==> src/rtl/xoodoo_share_codec.sv <==
// xoodoo_share_codec: masks plaintext words into two DOM shares for Xoodoo and recombines the permuted shares one lane per cycle
// Ports: s_* plaintext word stream in (rnd = mask per accepted beat); sh_0/sh_1/sh_valid/sh_ack share pair to the permutation;
// perm_done/perm_0/perm_1 permuted shares back; m_* recombined word stream out; busy high outside IDLE; rst synchronous active-low.
module xoodoo_share_codec #(
  parameter int NW = 12,
  parameter int WW = 32
) (
  input  logic             clk,
  input  logic             rst,
  input  logic [WW-1:0]    s_data,
  input  logic             s_valid,
  output logic             s_ready,
  input  logic [WW-1:0]    rnd,
  output logic [NW*WW-1:0] sh_0,
  output logic [NW*WW-1:0] sh_1,
  output logic             sh_valid,
  input  logic             sh_ack,
  input  logic             perm_done,
  input  logic [NW*WW-1:0] perm_0,
  input  logic [NW*WW-1:0] perm_1,
  output logic [WW-1:0]    m_data,
  output logic             m_valid,
  input  logic             m_ready,
  output logic             busy
);
  localparam int CW = $clog2(NW);
  typedef enum logic [2:0] {IDLE, LOAD, HAND, WAIT, DRAIN} state_e;
  state_e state_q;
  logic [CW-1:0] cnt_q, cnt_inc;
  logic [WW-1:0] sh0_q [NW];
  logic [WW-1:0] sh1_q [NW];
  logic [WW-1:0] q0_q [NW];
  logic [WW-1:0] q1_q [NW];
  logic [WW-1:0] m_data_q;
  logic s_ready_q, sh_valid_q, m_valid_q, busy_q, last;
  assign cnt_inc = cnt_q + 1'b1;
  assign last = cnt_q == CW'(NW - 1);
  assign s_ready = s_ready_q;
  assign sh_valid = sh_valid_q;
  assign m_data = m_data_q;
  assign m_valid = m_valid_q;
  assign busy = busy_q;
  for (genvar i = 0; i < NW; i++) begin : g_lane
    assign sh_0[i*WW +: WW] = sh0_q[i];
    assign sh_1[i*WW +: WW] = sh1_q[i];
  end
  always_ff @(posedge clk) begin
    if (!rst) begin
      state_q <= IDLE;
      cnt_q <= '0;
      for (int k = 0; k < NW; k++) begin
        sh0_q[k] <= '0;
        sh1_q[k] <= '0;
        q0_q[k] <= '0;
        q1_q[k] <= '0;
      end
      m_data_q <= '0;
      s_ready_q <= 1'b1;
      sh_valid_q <= 1'b0;
      m_valid_q <= 1'b0;
      busy_q <= 1'b0;
    end else begin
      case (state_q)
        IDLE, LOAD: if (s_valid) begin
          sh0_q[cnt_q] <= s_data ^ rnd;
          sh1_q[cnt_q] <= rnd;
          busy_q <= 1'b1;
          cnt_q <= last ? '0 : cnt_inc;
          state_q <= last ? HAND : LOAD;
          s_ready_q <= !last;
          sh_valid_q <= last;
        end
        HAND: if (sh_ack) begin
          sh_valid_q <= 1'b0;
          state_q <= WAIT;
        end
        WAIT: if (perm_done) begin
          for (int k = 0; k < NW; k++) begin
            q0_q[k] <= perm_0[k*WW +: WW];
            q1_q[k] <= perm_1[k*WW +: WW];
            sh0_q[k] <= '0;
            sh1_q[k] <= '0;
          end
          // lane 0 is recombined straight off the capture edge so the first word appears one cycle after perm_done
          m_data_q <= perm_0[WW-1:0] ^ perm_1[WW-1:0];
          m_valid_q <= 1'b1;
          state_q <= DRAIN;
        end
        DRAIN: if (m_ready) begin
          if (last) begin
            for (int k = 0; k < NW; k++) begin
              q0_q[k] <= '0;
              q1_q[k] <= '0;
            end
            m_data_q <= '0;
            m_valid_q <= 1'b0;
            cnt_q <= '0;
            busy_q <= 1'b0;
            s_ready_q <= 1'b1;
            state_q <= IDLE;
          end else begin
            m_data_q <= q0_q[cnt_inc] ^ q1_q[cnt_inc];
            cnt_q <= cnt_inc;
          end
        end
        default: state_q <= IDLE;
      endcase
    end
  end
endmodule

==> config.mk <==
export PLATFORM = sky130hd
export DESIGN_NAME = xoodoo_share_codec
export DESIGN_NICKNAME = d
export VERILOG_FILES = /design/src/rtl/xoodoo_share_codec.sv
export SDC_FILE = /design/constraint.sdc
export NUM_CORES = 2
export LEC_CHECK = 0
export BUFFER_PORTS_ARGS = -buffer_cell sky130_fd_sc_hd__buf_2
export CAP_MARGIN = 20
export CORE_AREA = 2 2 639 641
export DETAILED_ROUTE_END_ITERATION = 10
export DIE_AREA = 0 0 641 643
export GPL_ROUTABILITY_DRIVEN = 0
export SLEW_MARGIN = 20
export SYNTH_ARGS = -nofsm -noshare
export SYNTH_HDL_FRONTEND = slang
export SYNTH_SLANG_ARGS = --single-unit
==> constraint.sdc <==
create_clock -name clk -period 43.9 [get_ports clk]
set_input_delay 4.39 -clock clk [delete_from_list [all_inputs] [get_ports clk]]
set_output_delay 4.39 -clock clk [all_outputs]
set_load 0.01 [all_outputs]
==> results.tsv <==
stage	metric	value	unit
run_status	run_status	complete, no violations	
die	io_pins	1642	
detailed_routing	wl_met1	113000	um
placement	io_buffers	1641	
logic_synthesis	yosys_most_used_dff	edfxtp_1	
logic_synthesis	synth_seq_area_share	71.5	%
worst_setup_path	worst_setup_path_start_kind	input port	
timing	holdWs	0.465	ns
logic_synthesis	yosysWarnings	0	
final_layout	drive_gt1_share	34.8	%
clock_network	clk-insertion-delay-late	0.89	ns
logic_synthesis	synthCells	4558	
logic_synthesis	netlist-cell-type-count	42	
timing	fmax	0.103	GHz
worst_setup_path	path_cells	buf_4 > inv_2 > buf_4 > nor2_4 > nand2_4 > buf_4 > buf_4 > buf_4 > buf_4 > buf_12	
job	drv_cap	0	
clock_network	clock_sinks	1579	
placement	hpwl	249000	um
clock_network	cts_max_path_buffers	4	
die	floorplan.initialDensity	16.2	%
detailed_routing	via_per_inst	3.89	
detailed_routing	wl_met2	176000	um
logic_synthesis	yosysTopAreaCellShare	70.2	%
die	core	405000	um^2
global_routing	first_global_vias	43621	
timing	fin_crit_sh	22.2	%
global_routing	antenna_found_initial	137	
worst_setup_path	crit_type	input port to flip-flop	
timing	setup-violations-final	0	
logic_synthesis	ys_ff_latch	1579	
detailed_routing	drt-pass1-iter-count	6	
clock_network	cts_setup_buffers	0	
worst_setup_path	cp_slowest_cell	buf_4	
power_and_ir_drop	powerDensity	42.2	nW/um^2
detailed_routing	drcViolationCount	0	
die	dieHeight	643	um
final_layout	final_util	21.4	%
timing	finalMaxSlewViolations	0	
clock_network	cts-root-buf	clkbuf_16	
power_and_ir_drop	peakVddDrop	0.0275	mV
min_path	worstHoldPathType	flip-flop to flip-flop	
global_routing	overflow	0	
logic_synthesis	syn_nets	5400	
timing	period_needed	9.74	ns
timing	fin_setup_tns	0	ns
worst_setup_path	cp.arrival	10.19	ns
logic_synthesis	synthArstFlopShare	0	%
timing	tightestPinTransition	1.12	ns
worst_setup_path	cp.required	44.36	ns
detailed_routing	drt-wirelength-per-cell	28.0	um
timing	rsz0062_at_grt	no	
detailed_routing	routed_wl	330000	um
worst_setup_path	path_max_fanout	154	
logic_synthesis	synth_common_cells	edfxtp_1, and2_1, and3_1, nor2_1, clkbuf_1	
die	die_x	641	um
global_routing	grt_pass1_wl	420000	um
timing	max-slew-margin-rel	25.2	%
final_layout	layout.nets	6922	
logic_synthesis	syn_area	65700	um^2
clock_network	post_cts_resized	0	
timing	clock_skew	0.0761	ns
die	dieArea	412000	um^2
clock_network	htree_levels	4	
clock_network	cts_buffers	184	
detailed_routing	drtIter0Drc	4212	
power_and_ir_drop	p_leak	0.0347	uW
clock_network	clk_pin_slew	0.06	ns
clock_network	cts_tree	yes	
detailed_routing	drtAntennaViolNets	0	
detailed_routing	highest_layer	met5	
logic_synthesis	synth_edf_count	1536	
worst_setup_path	critPathMaxStageDelay	0.81	ns
logic_synthesis	post-synth-top-count-cell	edfxtp_1	
global_routing	grt_max_degree	181	
detailed_routing	met3_length	17700	um
detailed_routing	vias	45801	
logic_synthesis	yosysTopAreaCell	edfxtp_1	
clock_network	cts_hold_buf	0	
global_routing	gr-usage-all-layers	15.3	%
worst_setup_path	endpoint_kind	flip-flop	
worst_setup_path	critPathMostFrequentCell	buf_4	
logic_synthesis	synth_area_per_cell	14.4	um^2
logic_synthesis	yosys-top-cells-area	edfxtp_1, and2_1, and3_1, mux2i_1, nor2_1	
final_layout	area_delta_synth_final	31.9	%
die	core.rowCount	234	
timing	hold_viol_final	0	
[per-stage QoR]
step	setup WS [ns]	power, uW	std cells	cell area [um^2]
6_report	34.16	3660	11778	86700
5_1_grt	33.80	3780	11741	86600
4_1_cts	34.09	3720	11653	86400
3_5_place_dp	33.10	2180	11322	80500
3_3_place_gp	33.27	2180	11322	80500
2_1_floorplan	22.79	1940	4558	65700
[critical path: cells and delay by family]
| family | cells | cell delay (ns) |
|---|---|---|
| buf+inv | 8 | 4.55 |
| simple gates | 2 | 0.77 |
[power breakdown]
group          switching, uW  internal (uW)  total, uW
Combinational            282            119        401
Sequential              19.0           1710       1730
Clock                    666            861       1530
[flip-flops by register name, indices dropped and copies added (netlist names)]
signal    cells
sh0_q       384
m_data       32
s_ready       1
sh_valid      1
sh1_q       384
cnt_q         4
m_valid       1
q0_q        384
state_q       3
busy          1
q1_q        384
[metal layers]
metal	global-route usage (%)	vias to the layer above
met1	16.0	22906
li1	-	19846
met5	0	-
met4	9.18	6
met3	2.22	658
met2	28.6	2385
[kinds of logic after synthesis]
| kind of cell | count (synthesis) | synth area share (%) |
|---|---|---|
| xor+xnor | 132 | 1.76 |
| flops | 1579 | 71.5 |
| mux | 321 | 6.11 |
| compound gates | 143 | 1.41 |
| simple gates | 1960 | 16.5 |
| buf+inv | 419 | 2.63 |
| fa+ha+maj | 4 | 0.0761 |
[cell type report]
class / count / area (um^2)
clock buffer: 224 / 4810
sequential: 1579 / 47000
tap: 5428 / 6790
clock inverter: 107 / 1020
antenna: 125 / 313
inverter: 7 / 31.3
timing repair buffer: 1748 / 9080
multi-input combinational: 2560 / 17700
fill: 43422 / 319000
[cells in the final DEF, fill, tap and decap left out, drive strengths merged, types with 21 or more instances in the layout]
cell / Yosys / routed
nor3: 32 / 32
edfxtp: 1536 / 1536
nor2: 404 / 404
clkinv: 0 / 74
nand4: 64 / 64
mux2i: 257 / 257
nand3: 262 / 262
clkbuf: 304 / 224
xor2: 34 / 34
diode: 0 / 125
buf: 108 / 1748
and2: 672 / 672
dfxtp: 43 / 43
o221ai: 31 / 31
xnor2: 98 / 98
o211ai: 31 / 31
a21oi: 42 / 42
nand2: 32 / 32
mux4: 64 / 64
o21ai: 32 / 32
and3: 481 / 481
inv: 7 / 21
[path summary, 6_finish.rpt]
| check | endpoint | slack [ns] | from | cells past startpoint |
|---|---|---|---|---|
| setup reg to reg | q0_q[2][25]$_SDFFCE_PP0P_ | 36.93 | state_q[2]$_SDFFE_PN0P_ | 9 |
| setup / recovery | q0_q[2][25]$_SDFFCE_PP0P_ | 34.16 | rst | 10 |
| hold / removal | s_ready$_SDFFE_PN1P_ | 0.47 | s_ready$_SDFFE_PN1P_ | 2 |
| hold reg to reg | s_ready$_SDFFE_PN1P_ | 0.47 | s_ready$_SDFFE_PN1P_ | 2 |
No activity file was read; power rests on OpenSTA's default activity.
